[src/rtl/instr_issue_unit.sv]
// Instruction issue stage: buffers instructions in a FIFO and inserts bubbles
// whenever the FIFO head reads a register still owned by an in-flight producer.
module instr_issue_unit #(
    parameter int unsigned FIFO_DEPTH    = 4,
    parameter int unsigned HAZARD_WINDOW = 3
) (
    input  logic                        Clk,
    input  logic                        Reset,
    input  logic                        InstrValid,
    input  logic [31:0]                 InstrData,
    output logic                        InstrReady,
    output logic [31:0]                 InstrOut,
    output logic                        IssueValid,
    output logic [15:0]                 StallCount,
    output logic [$clog2(FIFO_DEPTH):0] FifoCount
);
    localparam int unsigned PTR_W = $clog2(FIFO_DEPTH);
    localparam int unsigned SB_N  = HAZARD_WINDOW - 1;
    localparam logic [PTR_W:0] FULL_CNT = FIFO_DEPTH[PTR_W:0];

    logic [31:0]      mem [FIFO_DEPTH];
    logic [PTR_W-1:0] rd_ptr;
    logic [PTR_W-1:0] wr_ptr;
    logic [PTR_W:0]   count;
    logic [SB_N-1:0]  sb_valid;
    logic [4:0]       sb_rd [SB_N];

    logic [31:0] head;
    logic        reads_rs;
    logic        reads_rt;
    logic        writes_rd;
    logic        hazard;
    logic        non_empty;
    logic        full;
    logic        push;
    logic        pop;

    assign head      = mem[rd_ptr];
    assign non_empty = (count != '0);
    assign full      = (count == FULL_CNT);
    assign InstrReady = Reset && !full;
    assign push      = InstrValid && InstrReady;
    assign pop       = non_empty && !hazard;
    assign FifoCount = count;

    // R-type reads rs/rt (NOT reads rs only); I-type reads rs; others touch nothing.
    always_comb begin
        reads_rs  = 1'b0;
        reads_rt  = 1'b0;
        writes_rd = 1'b0;
        if (head[31:29] == 3'b010) begin
            reads_rs  = 1'b1;
            reads_rt  = (head[31:26] != 6'b010001);
            writes_rd = 1'b1;
        end else if (head[31:29] == 3'b011) begin
            reads_rs  = 1'b1;
            writes_rd = 1'b1;
        end
    end

    always_comb begin
        hazard = 1'b0;
        for (int unsigned i = 0; i < SB_N; i++) begin
            if (sb_valid[i] &&
                ((reads_rs && (sb_rd[i] == head[20:16])) ||
                 (reads_rt && (sb_rd[i] == head[15:11]))))
                hazard = 1'b1;
        end
    end

    always_ff @(posedge Clk) begin
        if (push)
            mem[wr_ptr] <= InstrData;
    end

    always_ff @(posedge Clk or negedge Reset) begin
        if (!Reset) begin
            rd_ptr <= '0;
            wr_ptr <= '0;
            count  <= '0;
        end else begin
            if (push)
                wr_ptr <= wr_ptr + 1'b1;
            if (pop)
                rd_ptr <= rd_ptr + 1'b1;
            case ({push, pop})
                2'b10:   count <= count + 1'b1;
                2'b01:   count <= count - 1'b1;
                default: count <= count;
            endcase
        end
    end

    always_ff @(posedge Clk or negedge Reset) begin
        if (!Reset) begin
            InstrOut   <= '0;
            IssueValid <= 1'b0;
            StallCount <= '0;
            sb_valid   <= '0;
            for (int unsigned i = 0; i < SB_N; i++)
                sb_rd[i] <= '0;
        end else begin
            for (int unsigned i = SB_N - 1; i > 0; i--) begin
                sb_valid[i] <= sb_valid[i-1];
                sb_rd[i]    <= sb_rd[i-1];
            end
            sb_valid[0] <= pop && writes_rd;
            sb_rd[0]    <= head[25:21];
            if (pop) begin
                InstrOut   <= head;
                IssueValid <= 1'b1;
            end else begin
                InstrOut   <= '0;
                IssueValid <= 1'b0;
            end
            if (non_empty && hazard && (StallCount != 16'hFFFF))
                StallCount <= StallCount + 16'd1;
        end
    end

endmodule

[config.mk]
export PLATFORM = sky130hd
export DESIGN_NAME = instr_issue_unit
export DESIGN_NICKNAME = d
export VERILOG_FILES = /design/src/rtl/instr_issue_unit.sv
export SDC_FILE = /design/constraint.sdc
export NUM_CORES = 1
export LEC_CHECK = 0
export ABC_AREA = 1
export CAP_MARGIN = 20
export CORE_MARGIN = 4
export CORE_UTILIZATION = 57
export CTS_CLUSTER_DIAMETER = 200
export CTS_CLUSTER_SIZE = 14
export DETAILED_ROUTE_END_ITERATION = 16
export DONT_BUFFER_PORTS = 1
export PLACE_DENSITY = 0.75
export SLEW_MARGIN = 40
export SYNTH_ARGS = -nofsm -noshare
export SYNTH_HDL_FRONTEND = slang
export SYNTH_SLANG_ARGS = --single-unit
[constraint.sdc]
create_clock -name Clk -period 2.6 [get_ports Clk]
set_input_delay 0.39 -clock Clk [delete_from_list [all_inputs] [get_ports Clk]]
set_output_delay 0.39 -clock Clk [all_outputs]
set_load 0.05 [all_outputs]
-- Yosys cells after proc, flatten, opt, wreduce, memory -nomap -nowiden
Memories as Yosys holds them, arrays and structs flattened.
Cells that the tools add are included.
- bitwise operators: 0
- multipliers: 0
- reductions and logical operators: 18
- muxes and demuxes: 10
- magnitude comparators: 0
- eq/ne operators: 11
- $add $sub $neg: 5
- divide/modulo/power cells: 0
- shift-type cells: 0
- operators by type and width (operator ; number):
    2-to-1 mux 32 bit ; 1
    equality test 5 bit ; 4
    adder 16 x 1 -> 16 bit, second input constant ; 1
    != test 16 bit, second input constant ; 1
    logical AND 1 bit ; 12
    2-to-1 mux 1 bit ; 8
    equality test 3 x 2 -> 1 bit, second input constant ; 2
    != test 6 x 5 -> 1 bit, second input constant ; 1
    case mux 3 bit (2 select lines) ; 1
    adder 2 x 1 -> 2 bit, second input constant ; 2
    adder 3 x 1 -> 3 bit, second input constant ; 1
    equality test 3 bit, second input constant ; 1
    nonzero test 3 bit ; 1
    subtractor 3 x 1 -> 3 bit, second input constant ; 1
    equality test 2 x 1 -> 1 bit, second input constant ; 1
    equality test 2 bit, second input constant ; 1
    zero test 1 bit ; 2
    logical OR 1 bit ; 2
    nonzero test 2 bit ; 1
- memory bits (read-only): 0
- RAM bits: 128
- register bits after elaboration: 68
- memories: 1
- bits of input ports: 35
- latch bits: 0
- word-level logic and storage cells: 54
- memories (name ; depth ; width ; rd ports ; clocked after Yosys merged registers in ; wr ports ; line ; text):
    mem ; 4 ; 32 ; 1 ; 0 ; 1 ; 21 ; logic [31:0] mem [FIFO_DEPTH];

-- Depth between registers and ports, before layout
An unclocked memory read counts as a cell.
- word-level depth: 13
- depth in mapped cells: 25
- depth with buffers taken out: 22

-- Worst setup path after synthesis
OpenSTA, ideal clock, no wires.
- path kind: reg-to-reg
- start: register count[0] (netlist: FifoCount[0])
- end: memory mem[0][0], enable pin
- setup slack: -1439 ps
- period minus slack after synthesis: 4039 ps
- required time: 2179 ps
- library setup time: 421 ps
- buffers on the path: 0
- stages on the path, launching flop included: 5
- arrival time: 3618 ps
- path through: dfrtp_1 inv_1 a31oi_1 nand2_1 nor2_1
- cells in the longest elaborated chain, start to end: 6
- ends and longest elaborated chain (what ; line ; text):
    start, declared ; 24 ; logic [PTR_W:0] count;
    start signal, assigned ; 87 ; 2'b10: count <= count + 1'b1;
    start signal, assigned ; 88 ; 2'b01: count <= count - 1'b1;
    start signal, assigned ; 89 ; default: count <= count;
    equality test 3 bit ; 40 ; assign full = (count == FULL_CNT);
    zero test 1 bit ; 41 ; assign InstrReady = Reset && !full;
    logical AND 1 bit ; 41 ;
    via InstrReady ; 11 ; output logic InstrReady,
    logical AND 1 bit ; 42 ; assign push = InstrValid && InstrReady;
    2-to-1 mux 1 bit ; 72 ; if (push)
    2-to-1 mux 1 bit (implied by the code) ; 73 ; mem[wr_ptr] <= InstrData;
    end, declared ; 21 ;
The timed path passes the listed nets, and every way through them passes these cells.

-- Worst setup path in the final report
- start: register rd_ptr[0]
- end: register count[2] (netlist: FifoCount[2])
- cells in the longest elaborated chain, start to end: 13
- elaborated cells between the ends (all ways): 27
- classes of those cells: eq/ne: 9; mux: 6; reduce/logical: 11; memory: 1
- ends and longest elaborated chain (what ; line ; text):
    start, declared ; 22 ; logic [PTR_W-1:0] rd_ptr;
    start signal, assigned ; 85 ; rd_ptr <= rd_ptr + 1'b1;
    memory (4 x 32 bit) * ; -- ;
    equality test 3 x 2 -> 1 bit ; 55 ; end else if (head[31:29] == 3'b011) begin
    2-to-1 mux 1 bit ; 55 ;
    2-to-1 mux 1 bit ; 51 ; if (head[31:29] == 3'b010) begin
    logical AND 1 bit ; 65 ; ((reads_rs && (sb_rd[i] == head[20:16])) ||
    logical OR 1 bit ; 65 ;
    logical AND 1 bit ; 64 ; if (sb_valid[i] &&
    2-to-1 mux 1 bit ; 64 ;
    2-to-1 mux 1 bit * ; 64 ;
    zero test 1 bit * ; 43 ; assign pop = non_empty && !hazard;
    logical AND 1 bit * ; 43 ;
    via pop ; 36 ; logic pop;
    equality test 2 x 1 -> 1 bit or equality test 2 bit (tied branches) ; 86 ; case ({push, pop})
    case mux 3 bit (2 select lines) or nonzero test 2 bit (tied branches) ; -- ;
The timed path passes the listed nets; every way through them passes the cells marked *.
A chain may end at the register's enable or synchronous reset.

==> run summary <==
Status = finished with violations
Violated checks = setup timing
Filler Cell Count = 995
DR WL/cell = 18.37 um
Yosys cell types = 35
Fmax = 374.3 MHz
Root Driver = clkbuf_16
Routed wire length = 17.47 mm
Post-route cell area = 9361 um2
Initial drt markers = 388
Share of flip-flops with an asynchronous set or reset = 0.3469
Most frequent cells in the layout = 213 x nand2_1, 128 x edfxtp_1, 67 x dfrtp_1, 52 x buf_4, 47 x nand3_1
Synth Flop Type = edfxtp_1
ANT cells = 0
Die Ht = 127.9 um
Critical path arrival = 3.02 ns
RSZ-0062 raised after global routing = yes
CTS tree = done
Die W = 127.9 um
Vias per Instance = 5.586
Logic pwr share = 0.334
RR Startpoint = rd_ptr[0]$_DFFE_PN0P_
Dpl ws = -0.06663 ns
Setup crit end kind = register
R2R cell count = 21
Layout Cells excl Fill = 951
Routability Congestion = 0.8766
Worst Max-Slew Pin Slew = 0.6482 ns
Core footprint = 13990 um2
Buffers plus inverters on the worst setup path = 4
Count of final hold-check violations = 0
Sequential fraction of design power = 0.450
Critical Path RT = 2.94 ns
Vias in the first global route = 5461
Drc violations = 0
TNS Setup = -0.07196 ns
Gate Count Post-Synth = 714
Syn_nets = 756
Clock power share = 0.216
Crit path max fanout = 34
Gr ovfl total = 0
Critical-path top delay cell = dfrtp_2
Clock sink count = 196
Post-Syn Area per Cell = 11.48 um2
Crit path kind = reg2reg
Layout Nets = 801
I/O pins = 88
Initial antenna violation count = 0
Port Buf Inserts = 0
Crit-path most repeated cell = nand2_1
Setup Viol. Count Final = 1
Reg-to-Reg End = FifoCount[2]$_DFFE_PN0P_
Slowest stage delay, CP = 0.47 ns
Flops & latches, synth = 196
Synth Cell Area = 8199 um2
Power after layout = 11.65 mW
Layout cells sized above 1 = 0.2036
Total of max-cap violations = 0
Placed cell area = 8720 um2
Detail Route Antenna Nets = 0
FF-to-FF setup slack = -0.07 ns
Startpoint type of the worst setup path = register
Post-synthesis sequential area ratio = 0.6763
Sw frac = 0.4184
Switching power = 4.876 mW
Share of the synthesized area in the top cell type = 0.4688
Hold WC Path Type = in2reg
Post-layout min period = 2.672 ns
Clock Latency Late Sink = 0.43 ns
Drt pass-1 iters = 5
Final period utilization = 1.028
Leakage = 3.836 nW
Worst Setup EP = FifoCount[2]$_DFFE_PN0P_
Slew Limit Fails = 0
Top post-synthesis cells by area = edfxtp_1 47%, dfrtp_1 21%, nand2_1 10%
Placed wire-length estimate = 11.08 mm
Setup WS post-layout = -0.07196 ns
First-pass GRT wire length = 27.81 mm
CTS Buf Count = 17
Synth area leader = edfxtp_1
Reg clk slew, reported paths = 0.07 ns
Max Clock Skew = 0.01323 ns
Yosys warns = 0
GRT Util Overall = 0.2221
Levels on crit path = 21
Die Area = 16370 um2
Starting density of the core = 0.5861
CP cell instances = clkinv_8 -> nand2_1 -> nand3_1 -> nand2_2 -> nand2_1 -> nand2_1 -> nor2_1 -> nand3_1 -> nand2_1 -> nand2_2 -> nand2_4 -> inv_4 -> nand2_8 -> inv_2 -> ha_2 -> inv_2 -> fa_2 -> nor2_2 -> nor2_1 -> nand2_1 -> xor2_1
CP top delay family = simple AND/OR/NAND/NOR gates
Clock Path Buffers = 2
Depth of the CTS H-tree = 4
Post-synth EDFFs = 128
Syn-to-layout area delta = 14.18%
Critical Path Start = rd_ptr[0]$_DFFE_PN0P_
Cell Pwr Density = 1245 nW/um2
Dpl cells = 917
Row count = 43
Pin count of the biggest net entering global routing = 69
DR vias = 5312
Commonest non-fill, non-tap cell in the layout = nand2_1
Slew HR = 0.5678
Max VDD drop = 0.6728 mV
P_int = 6.777 mW
[cell type report]
class                      instances  area [um2]  area share
clock inverter                    12       128.9     0.01377
clock buffer                      19       432.9     0.04624
inverter                          50       207.7     0.02219
sequential                       196        5547      0.5925
tap                              180       225.2     0.02406
multi-input combinational        438        2352      0.2513
timing repair buffer              56       467.9     0.04999
[cells in the mapped netlist (10+ instances only)]
cell type  instances
edfxtp_1         128
nand2_1          220
clkbuf_1          10
a32o_1            11
dfrtp_1           68
nor2_2            29
a21oi_1           19
nand3_1           56
nor2_1            25
nand4_1           17
buf_6             11
xor2_1            16
inv_1             47
[through the flow]
stage	hold slack (ns)	util
final	0.05379	0.6692
after global placement	0.09632	0.6233
after floorplan	0.09441	-
after global routing	0.03591	0.6692
after detailed placement	0.09612	0.6233
after CTS	0.04105	0.6676
[power by group through the flow]
stage | Clock [mW] | Combinational (mW) | Sequential (mW)
floorplan | 0 | 2.72 | 5.31
global placement | 0 | 3.67 | 5.28
detailed placement | 0 | 3.76 | 5.31
CTS | 2.55 | 3.87 | 5.25
global route | 2.67 | 4.32 | 5.31
finish | 2.52 | 3.89 | 5.24
[state kept, by name, indices dropped and copies added, names as in the netlist, 2 cells and up]
register    flops
sb_valid        2
rd_ptr          2
StallCount     16
sb_rd          10
mem           128
InstrOut       32
FifoCount       3
wr_ptr          2
[routing by layer]
metal | up-vias | part of all wire | GRT usage
met4 | 0 | 0.018 | 0.09925
met1 | 2602 | 0.40 | 0.2725
li1 | 2493 | - | -
met5 | - | 0 | 0
met2 | 192 | 0.51 | 0.3743
met3 | 25 | 0.073 | 0.05458
[worst min-delay path by stage]
stage	slack, ns	endpoint	cells past startpoint	from
2_1_floorplan	0.09	FifoCount[0]$_DFFE_PN0P_	0	Reset
3_3_place_gp	0.1	InstrOut[18]$_DFF_PN0_	0	Reset
3_5_place_dp	0.1	InstrOut[18]$_DFF_PN0_	0	Reset
4_1_cts	0.04	mem[2][26]$_DFFE_PP_	0	InstrData[26]
5_1_grt	0.04	mem[1][24]$_DFFE_PP_	0	InstrData[24]
6_report	0.05	mem[2][8]$_DFFE_PP_	0	InstrData[8]
[cell families (layout without fill, tap and decap cells)]
logic type	Yosys count	count (layout)	synth area share
XOR/XNOR	20	20	0.02136
AND/OR/NAND/NOR	373	373	0.2072
buffers and inverters	80	137	0.05112
adder cells (fa/ha/maj)	7	7	0.01160
AO/OA/AOI/OAI	38	38	0.03235
flip-flops	196	196	0.6763
[timing repair]
item,in CTS,in global routing
hold buffers,2,0
endpoints found under the hold margin,68,0
buffers inserted,0,1
endpoints found under the setup margin,2,45
gates resized for setup,7,5
(Power assumes the default switching activity.)
